### src/rtl/noise_seq_pkg.sv
// noise_seq_pkg: shared types and constants for the noise channel step sequencer.
package noise_seq_pkg;

  localparam int STEP_W         = 41;
  localparam int ENV_TOGGLE_BIT = 6;

  typedef enum logic [1:0] {
    IDLE  = 2'd0,
    FETCH = 2'd1,
    APPLY = 2'd2,
    WAIT  = 2'd3
  } seq_state_t;

  typedef struct packed {
    logic       note_on;
    logic [7:0] r4;
    logic [7:0] r3;
    logic [7:0] r2;
    logic [7:0] r1;
    logic [7:0] r0;
  } step_t;

  // A tempo of zero would end every step instantly, so it behaves as one tick.
  function automatic logic [8:0] eff_tempo(input logic [7:0] tempo);
    return (tempo == 8'd0) ? 9'd1 : {1'b0, tempo};
  endfunction

endpackage

### src/rtl/noise_seq_tick.sv
// noise_seq_tick: free-running prescaler giving a one-cycle tempo tick every TICK_DIV clocks.
module noise_seq_tick
  import noise_seq_pkg::*;
#(
  parameter int TICK_DIV = 50000
) (
  input  logic clk_50mhz,
  input  logic reset_n,
  output logic tick
);

  localparam int CNT_W = (TICK_DIV > 1) ? $clog2(TICK_DIV) : 1;
  localparam logic [CNT_W-1:0] LAST = CNT_W'(TICK_DIV - 1);

  logic [CNT_W-1:0] count;

  assign tick = (count == LAST);

  // Count 0..TICK_DIV-1 and wrap; the tick marks the wrap cycle.
  always_ff @(posedge clk_50mhz or negedge reset_n) begin
    if (!reset_n) begin
      count <= '0;
    end else if (tick) begin
      count <= '0;
    end else begin
      count <= count + 1'b1;
    end
  end

endmodule

### src/rtl/noise_sequencer.sv
// noise_sequencer: plays a stored percussion pattern into the noise channel registers.
// Optional swing on odd steps is enabled by defining NOISE_SEQ_SWING_EN.
module noise_sequencer
  import noise_seq_pkg::*;
#(
  parameter int STEPS    = 16,
  parameter int ADDR_W   = $clog2(STEPS),
  parameter int TICK_DIV = 50000
) (
  input  logic              clk_50mhz,
  input  logic              reset_n,
  input  logic              run,
  input  logic [7:0]        tempo,
  input  logic [ADDR_W-1:0] last_step,
  input  logic [3:0]        swing,
  input  logic              wr_valid,
  output logic              wr_ready,
  input  logic [ADDR_W-1:0] wr_addr,
  input  logic [STEP_W-1:0] wr_data,
  output logic [7:0]        reg_0,
  output logic [7:0]        reg_1,
  output logic [7:0]        reg_2,
  output logic [7:0]        reg_3,
  output logic [7:0]        reg_4,
  output logic [ADDR_W-1:0] step_idx,
  output logic              step_strobe,
  output logic              busy
);

  seq_state_t state, state_next;
  step_t      mem [STEPS];
  step_t      entry;
  logic       tick;
  logic [8:0] tick_cnt;
  logic [8:0] threshold;
  logic       step_done;
  logic       unused_bits;

  noise_seq_tick #(
    .TICK_DIV(TICK_DIV)
  ) u_tick (
    .clk_50mhz(clk_50mhz),
    .reset_n  (reset_n),
    .tick     (tick)
  );

  assign wr_ready  = (state != FETCH);
  assign busy      = (state != IDLE);
  assign step_done = (tick_cnt >= threshold);

`ifdef NOISE_SEQ_SWING_EN
  // Odd steps linger for the extra swing ticks; 9 bits hold 255 + 15 without overflow.
  always_comb begin
    threshold = eff_tempo(tempo);
    if (step_idx[0]) begin
      threshold = threshold + {5'd0, swing};
    end
  end
  assign unused_bits = entry.r0[ENV_TOGGLE_BIT];
`else
  // Every step lasts the same number of ticks; swing is accepted but has no effect.
  always_comb begin
    threshold = eff_tempo(tempo);
  end
  assign unused_bits = entry.r0[ENV_TOGGLE_BIT] ^ (^swing);
`endif

  // Pattern memory: host writes land at the edge, reads happen only in FETCH when writes are held off.
  always_ff @(posedge clk_50mhz) begin
    if (wr_valid && wr_ready) begin
      mem[wr_addr] <= step_t'(wr_data);
    end
    if (state == FETCH) begin
      entry <= mem[step_idx];
    end
  end

  // State register.
  always_ff @(posedge clk_50mhz or negedge reset_n) begin
    if (!reset_n) begin
      state <= IDLE;
    end else begin
      state <= state_next;
    end
  end

  // Next-state logic; dropping run returns to IDLE from anywhere.
  always_comb begin
    state_next = state;
    unique case (state)
      IDLE:    if (run) state_next = FETCH;
      FETCH:   state_next = APPLY;
      APPLY:   state_next = WAIT;
      WAIT:    if (step_done) state_next = FETCH;
      default: state_next = IDLE;
    endcase
    if (!run) begin
      state_next = IDLE;
    end
  end

  // Register outputs, step index and tick counting; the reg_0 bit-6 flip forces an envelope retrigger.
  always_ff @(posedge clk_50mhz or negedge reset_n) begin
    if (!reset_n) begin
      reg_0       <= 8'd0;
      reg_1       <= 8'd0;
      reg_2       <= 8'd0;
      reg_3       <= 8'd0;
      reg_4       <= 8'd0;
      step_idx    <= '0;
      step_strobe <= 1'b0;
      tick_cnt    <= 9'd0;
    end else begin
      step_strobe <= 1'b0;
      if (state != IDLE && !run) begin
        reg_0    <= {1'b0, reg_0[ENV_TOGGLE_BIT], 6'd0};
        step_idx <= '0;
        tick_cnt <= 9'd0;
      end else begin
        unique case (state)
          IDLE: begin
            step_idx <= '0;
            tick_cnt <= 9'd0;
          end
          APPLY: begin
            if (entry.note_on) begin
              reg_0 <= {entry.r0[7], ~reg_0[ENV_TOGGLE_BIT], entry.r0[5:0]};
              reg_1 <= entry.r1;
              reg_2 <= entry.r2;
              reg_3 <= entry.r3;
              reg_4 <= entry.r4;
            end
            step_strobe <= 1'b1;
            tick_cnt    <= 9'd0;
          end
          WAIT: begin
            if (step_done) begin
              step_idx <= (step_idx >= last_step) ? '0 : step_idx + 1'b1;
            end else if (tick) begin
              tick_cnt <= tick_cnt + 9'd1;
            end
          end
          default: begin
          end
        endcase
      end
    end
  end

endmodule

### config.mk
export PLATFORM = sky130hd
export DESIGN_NAME = noise_sequencer
export DESIGN_NICKNAME = d
export VERILOG_FILES = /design/src/rtl/noise_seq_pkg.sv /design/src/rtl/noise_seq_tick.sv /design/src/rtl/noise_sequencer.sv
export SDC_FILE = /design/constraint.sdc
export NUM_CORES = 1
export LEC_CHECK = 0
export ABC_AREA = 1
export CORE_ASPECT_RATIO = 0.8
export CORE_MARGIN = 10
export CORE_UTILIZATION = 47
export DETAILED_ROUTE_END_ITERATION = 10
export GPL_TIMING_DRIVEN = 1
export PLACE_DENSITY_LB_ADDON = 0.12
export SYNTH_ARGS = -nofsm -noshare
export SYNTH_HDL_FRONTEND = slang
export SYNTH_SLANG_ARGS = --single-unit
### constraint.sdc
create_clock -name clk_50mhz -period 4.3 [get_ports clk_50mhz]
set_input_delay 0.86 -clock clk_50mhz [delete_from_list [all_inputs] [get_ports clk_50mhz]]
set_output_delay 0.86 -clock clk_50mhz [all_outputs]
set_load 0.005 [all_outputs]
-- Word level (Yosys, flattened, before mapping)
Memory sizes are Yosys's and may differ from the RTL's. A register that Yosys moved wholly into a read port is not among the register bits.
Cells that the tools add are included.
- add/subtract/negate cells: 3
- order comparisons: 2
- equal/unequal tests: 9
- mux-type cells: 20
- bitwise logic cells: 2
- reduce and logical (&&, ||, !) cells: 15
- operators by type and width (operator ; number):
    8-bit two-way mux ; 4
    9-bit two-way mux ; 3
    9-bit one-hot mux with 2 select lines ; 1
    16-bit by 1-bit adder with 16-bit output, second input constant ; 1
    16-bit == test, second input constant ; 1
    16-bit two-way mux ; 1
    4-bit two-way mux ; 3
    3-bit inequality test, second input constant ; 4
    9-bit by 1-bit adder with 9-bit output, second input constant ; 1
    9-bit greater-or-equal comparator ; 1
    8-bit zero test ; 1
    2-bit one-hot mux with 4 select lines ; 1
    4-bit one-hot mux with 2 select lines ; 1
    3-bit AND reduction ; 2
    2-bit nonzero test ; 3
    3-bit nonzero test ; 2
    4-bit by 1-bit adder with 4-bit output, second input constant ; 1
    2-bit == test, second input constant ; 2
    4-bit greater-or-equal comparator ; 1
    1-bit two-way mux ; 4
    2-bit two-way mux ; 2
    2-bit AND reduction ; 2
    2-bit by 1-bit == test with 1-bit output, second input constant ; 1
    1-bit logical AND ; 2
    5 further kinds ; 6
- flip-flop bits (word level): 72
- RAM bits: 656
- input bits: 65
- output and inout port bits: 47
- logic and storage cells: 63
- memories: 1
- memory list (name ; words ; bits a word ; read ports ; clocked after memory_dff ; write ports ; line ; RTL):
    mem ; 16 ; 41 ; 1 ; 1 ; 1 ; noise_sequencer.sv:31 ; step_t mem [STEPS];

-- Longest topological paths before layout
- word-level depth: 6
- depth in mapped cells: 16
- gate-level depth less buffers: 13

-- Cells and area by module
From an unflattened synthesis, not the netlist that was laid out.
- cells, all modules: 2534
- area total of the unflattened synthesis: 30259.0 um2
- modules (own cells, without submodules) (module ; instances ; cells each ; area each (um2) ; sequential area each (um2)):
    noise_sequencer ; 1 ; 2413 ; 29381.9 ; 21820.9
    noise_seq_tick ; 1 ; 121 ; 877.1 ; 400.4

-- Least setup slack after synthesis
No wires, ideal clock.
- path kind: register to register
- from: register state[1]
- to: memory mem[12][0] (netlist name), enable pin
- library setup time: 0.438 ns
- arrival time: 3.337 ns
- data required time: 3.862 ns
- setup slack: 0.526 ns
- cell stages (with the launch flop): 6
- path buffers: 0
- period minus slack after synthesis: 3.774 ns
- path through: dfrtp_1 -> inv_1 -> ha_1 -> nor2_1 -> nand3_1 -> nor2_1
- cells in the longest elaborated chain, start to end: 4
- RTL lines (what ; line ; RTL):
    start, declared ; noise_sequencer.sv:30 ; seq_state_t state, state_next;
    start signal, assigned ; noise_sequencer.sv:83 ; state <= state_next;
    2-bit by 1-bit inequality test with 1-bit output ; noise_sequencer.sv:47 ; assign wr_ready = (state != FETCH);
    1-bit logical AND ; noise_sequencer.sv:70 ; if (wr_valid && wr_ready) begin
    1-bit two-way mux ; noise_sequencer.sv:70 ;
    1-bit two-way mux (implied by the code) ; noise_sequencer.sv:71 ; mem[wr_addr] <= step_t'(wr_data);
    end, declared ; noise_sequencer.sv:31 ;
Every way passes these cells.

-- Worst setup path after layout
- from: register step_idx[3]
- to: output port step_idx[3]
- RTL lines (what ; line ; RTL):
    start, declared ; noise_sequencer.sv:25 ; output logic [ADDR_W-1:0] step_idx,
    start signal, assigned ; noise_sequencer.sv:138 ; step_idx <= (step_idx >= last_step) ? '0 : step_idx + 1'b1;
No word-level cell between the ends.

==> results.md <==
* Die area at around 75000 sq um
* Crit-path cells: buf_4 -> clkdlybuf4s50_1
* Switching fraction of total power at 21.0%
* TNS Setup at 0 ps
* Wirelength per Cell at about 21 microns
* Postcts setup bufs at 0
* Multi-input logic area at 7190 sq um
* Slew Limit Fails at 0
* Syn-to-layout area delta at 14.5%
* GRT overflow at 0
* CTS Hold Bufs at 0
* Crit path launch type: flip-flop
* Most frequent cells in the layout: edfxtp_1 (680), nor2_1 (461), o21ai_0 (361), nand2_1 (266), o21ai_1 (112)
* Period utilization at between 70% and 80%
* Synth Cell Area at between 30000 and 40000 sq um
* CTS tree: done
* Site Rows at 83
* Layout fillers at around 5300
* Residual DRC at 0
* Combinational power share at 7.2%
* Dpl cell area at 32200 sq um
* Finished Cell Area at about 35000 sq um
* Max stage delay on crit path at between 600 and 700 ps
* Worst slew margin at between 30% and 40%
* Worst-Margin Slew at between 900 and 1000 ps
* Yosys warns at 0
* Worst-path maximum fanout at 44
* 1st-iter DRT viols at approximately 1700
* Num CTS Buffers at 76
* Starting Density at 47.3%
* Largest net degree at the start of global routing at between 100 and 150
* Drt pass-1 iters at 5
* Total power at ~16000 uW
* ANT nets after route at 0
* Cell count after synthesis at approximately 2400
* Most common cell after layout, fill and taps aside: edfxtp_1
* Bufs on Longest Clock Path at 3
* Clk Latency, worst-skew pair at about 630 ps
* Clock share of power at 40.5%
* Initial antenna violation count at 3
* Worst Hold Class: in -> async
* Peak VDD IR at 0.278 mV
* Ports at about 110
* CTS clk-pin slew, worst paths at about 60 ps
* Routability cong. at 0.751
* CP required at about 3400 ps
* Int Power at ~13000 uW
* Avg Inst Size Synth at 12.5 sq um
* Minimum clock period at around 3100 ps
* Share of post-route cells with drive strength above 1 at roughly 8.9%
* Crit-path slowest cell: clkdlybuf4s50_1
* Num Clock Sinks at around 750
* Antenna diodes at 0
* Clock root cell: clkbuf_16
* Gr usage total at a little under a fifth
* Post-CTS resize count at 0
* PD cells at between 400 and 500 nW/um^2
* Hpwl dp at approximately 38 mm
* Dpl cells at approximately 3300
* Vias in the first global route at 18125
* Flop pwr share at a little over half
* Post-Syn Nets at 2506
* Final net count at between 2000 and 3000
* Layout Cells excl Fill at 3426
* Sw Pwr at approximately 3400 uW
* Fin. Hold Viols at 0
* Die Ht at about 250 microns
* Worst setup path category: reg -> out
* Sequential area share after synthesis at 73.3%
* H-Tree Depth at 3
* Run status: completed
* Total length of routed wires at about 72 mm
* Leakage at ~0.012 uW
* Via-per-instance ratio at around 5.4
* Yosys cell types at 37
* Max Fclk at approximately 330 MHz
* Vias at 18653
* First-pass GRT wire length at 109 mm
* Max Cap Viol at 0
* Final core occ at around 54%
* Reg area at ~22000 sq um
* Worst Skew at between 15 and 20 ps
* CP endpoint kind: primary output
* RSZ-0062 raised after global routing: false
* Total core area at approximately 64000 sq um
* Final setup viols at 0
* IO buf count at 106
* Die W at about 300 microns
* Seq cells post-synth at between 700 and 800
* Crit path arrival time at 2200 ps
registers in the layout, summed over array words and instances (netlist names):
register and cells:
entry 40, mem 640, reg_0 8, reg_1 8, reg_2 8, reg_3 8, reg_4 8, state 2
step_idx 4, step_strobe 1, tick_cnt 9, u_tick.count 16
per-stage QoR:
stage / hold WS [ps] / setup WS, ps
detailed placement: 458 / 1040
CTS: 345 / 1180
finish: 332 / 1240
floorplan: 432 / 526
global placement: 447 / 1090
global route: 388 / 1140
power groups by stage:
stage	sequential [uW]	combinational, uW	clock (uW)
CTS	8470	1190	6710
global placement	8610	1170	0
floorplan	8610	472	0
global route	8500	1270	6990
finish	8470	1160	6560
detailed placement	8620	1190	0
worst max-delay path: cells and delay by family, from the launching register on:
kind | cells | cell delay (ps)
buffers and inverters | 2 | 1220
DFF | 1 | 360
final cells by class:
class	instances	share of cell area, %
Clock buffer	114	6.33
Clock inverter	28	0.844
Tap cell	850	3.06
Multi-Input combinational cell	1463	20.7
Sequential cell	752	64.1
Timing Repair Buffer	148	4.17
Inverter	71	0.807
Yosys cell counts (all sizes together):
library cell    n  area, sq um
nand4           7         43.8
edfxtp        680        20400
clkbuf         55          214
o21bai          3         22.5
nor3           19         95.1
or2             2         12.5
xnor2           3         26.3
dfrtp          72         1800
inv            71          274
nand2         271         1040
o21ai         473         2370
nand3          42          210
buf            81          544
mux2           32          450
o22ai          80          500
and2            2         12.5
nor2          483         1840
nand3b          1         7.51
xor2           11         96.3
ha             19          238
a21oi          15         97.6
cell families after synthesis:
family	synth area share, %
buffers and inverters	3.40
XOR/XNOR	0.404
AND/OR/NAND/NOR	10.8
adder cells (fa/ha/maj)	0.784
flip-flops	73.3
multiplexers	1.49
AO/OA/AOI/OAI	9.85
path summary, 6_finish.rpt:
| kind | from | to | slack (ps) | cells after the start |
|---|---|---|---|---|
| max | step_idx[3] | step_idx[3] | 1240 | 2 |
| min reg2reg | entry[10] | reg_1[2] | 470 | 1 |
| max reg2reg | step_idx[1] | entry[13] | 1360 | 8 |
| min | reset_n | tick_cnt[0] | 330 | 1 |
| min in group clk_50mhz | entry[10] | reg_1[2] | 470 | 1 |
| max in group asynchronous | reset_n | reg_3[0] | 3160 | 2 |
layer usage:
| layer | routed length, microns | track usage (%) |
|---|---|---|
| met5 | 34 | 0 |
| met2 | 32500 | 29.3 |
| met1 | 33000 | 26.5 |
| met4 | 1510 | 5.34 |
| met3 | 4490 | 3.44 |
Power figures use the tool's default switching activity.
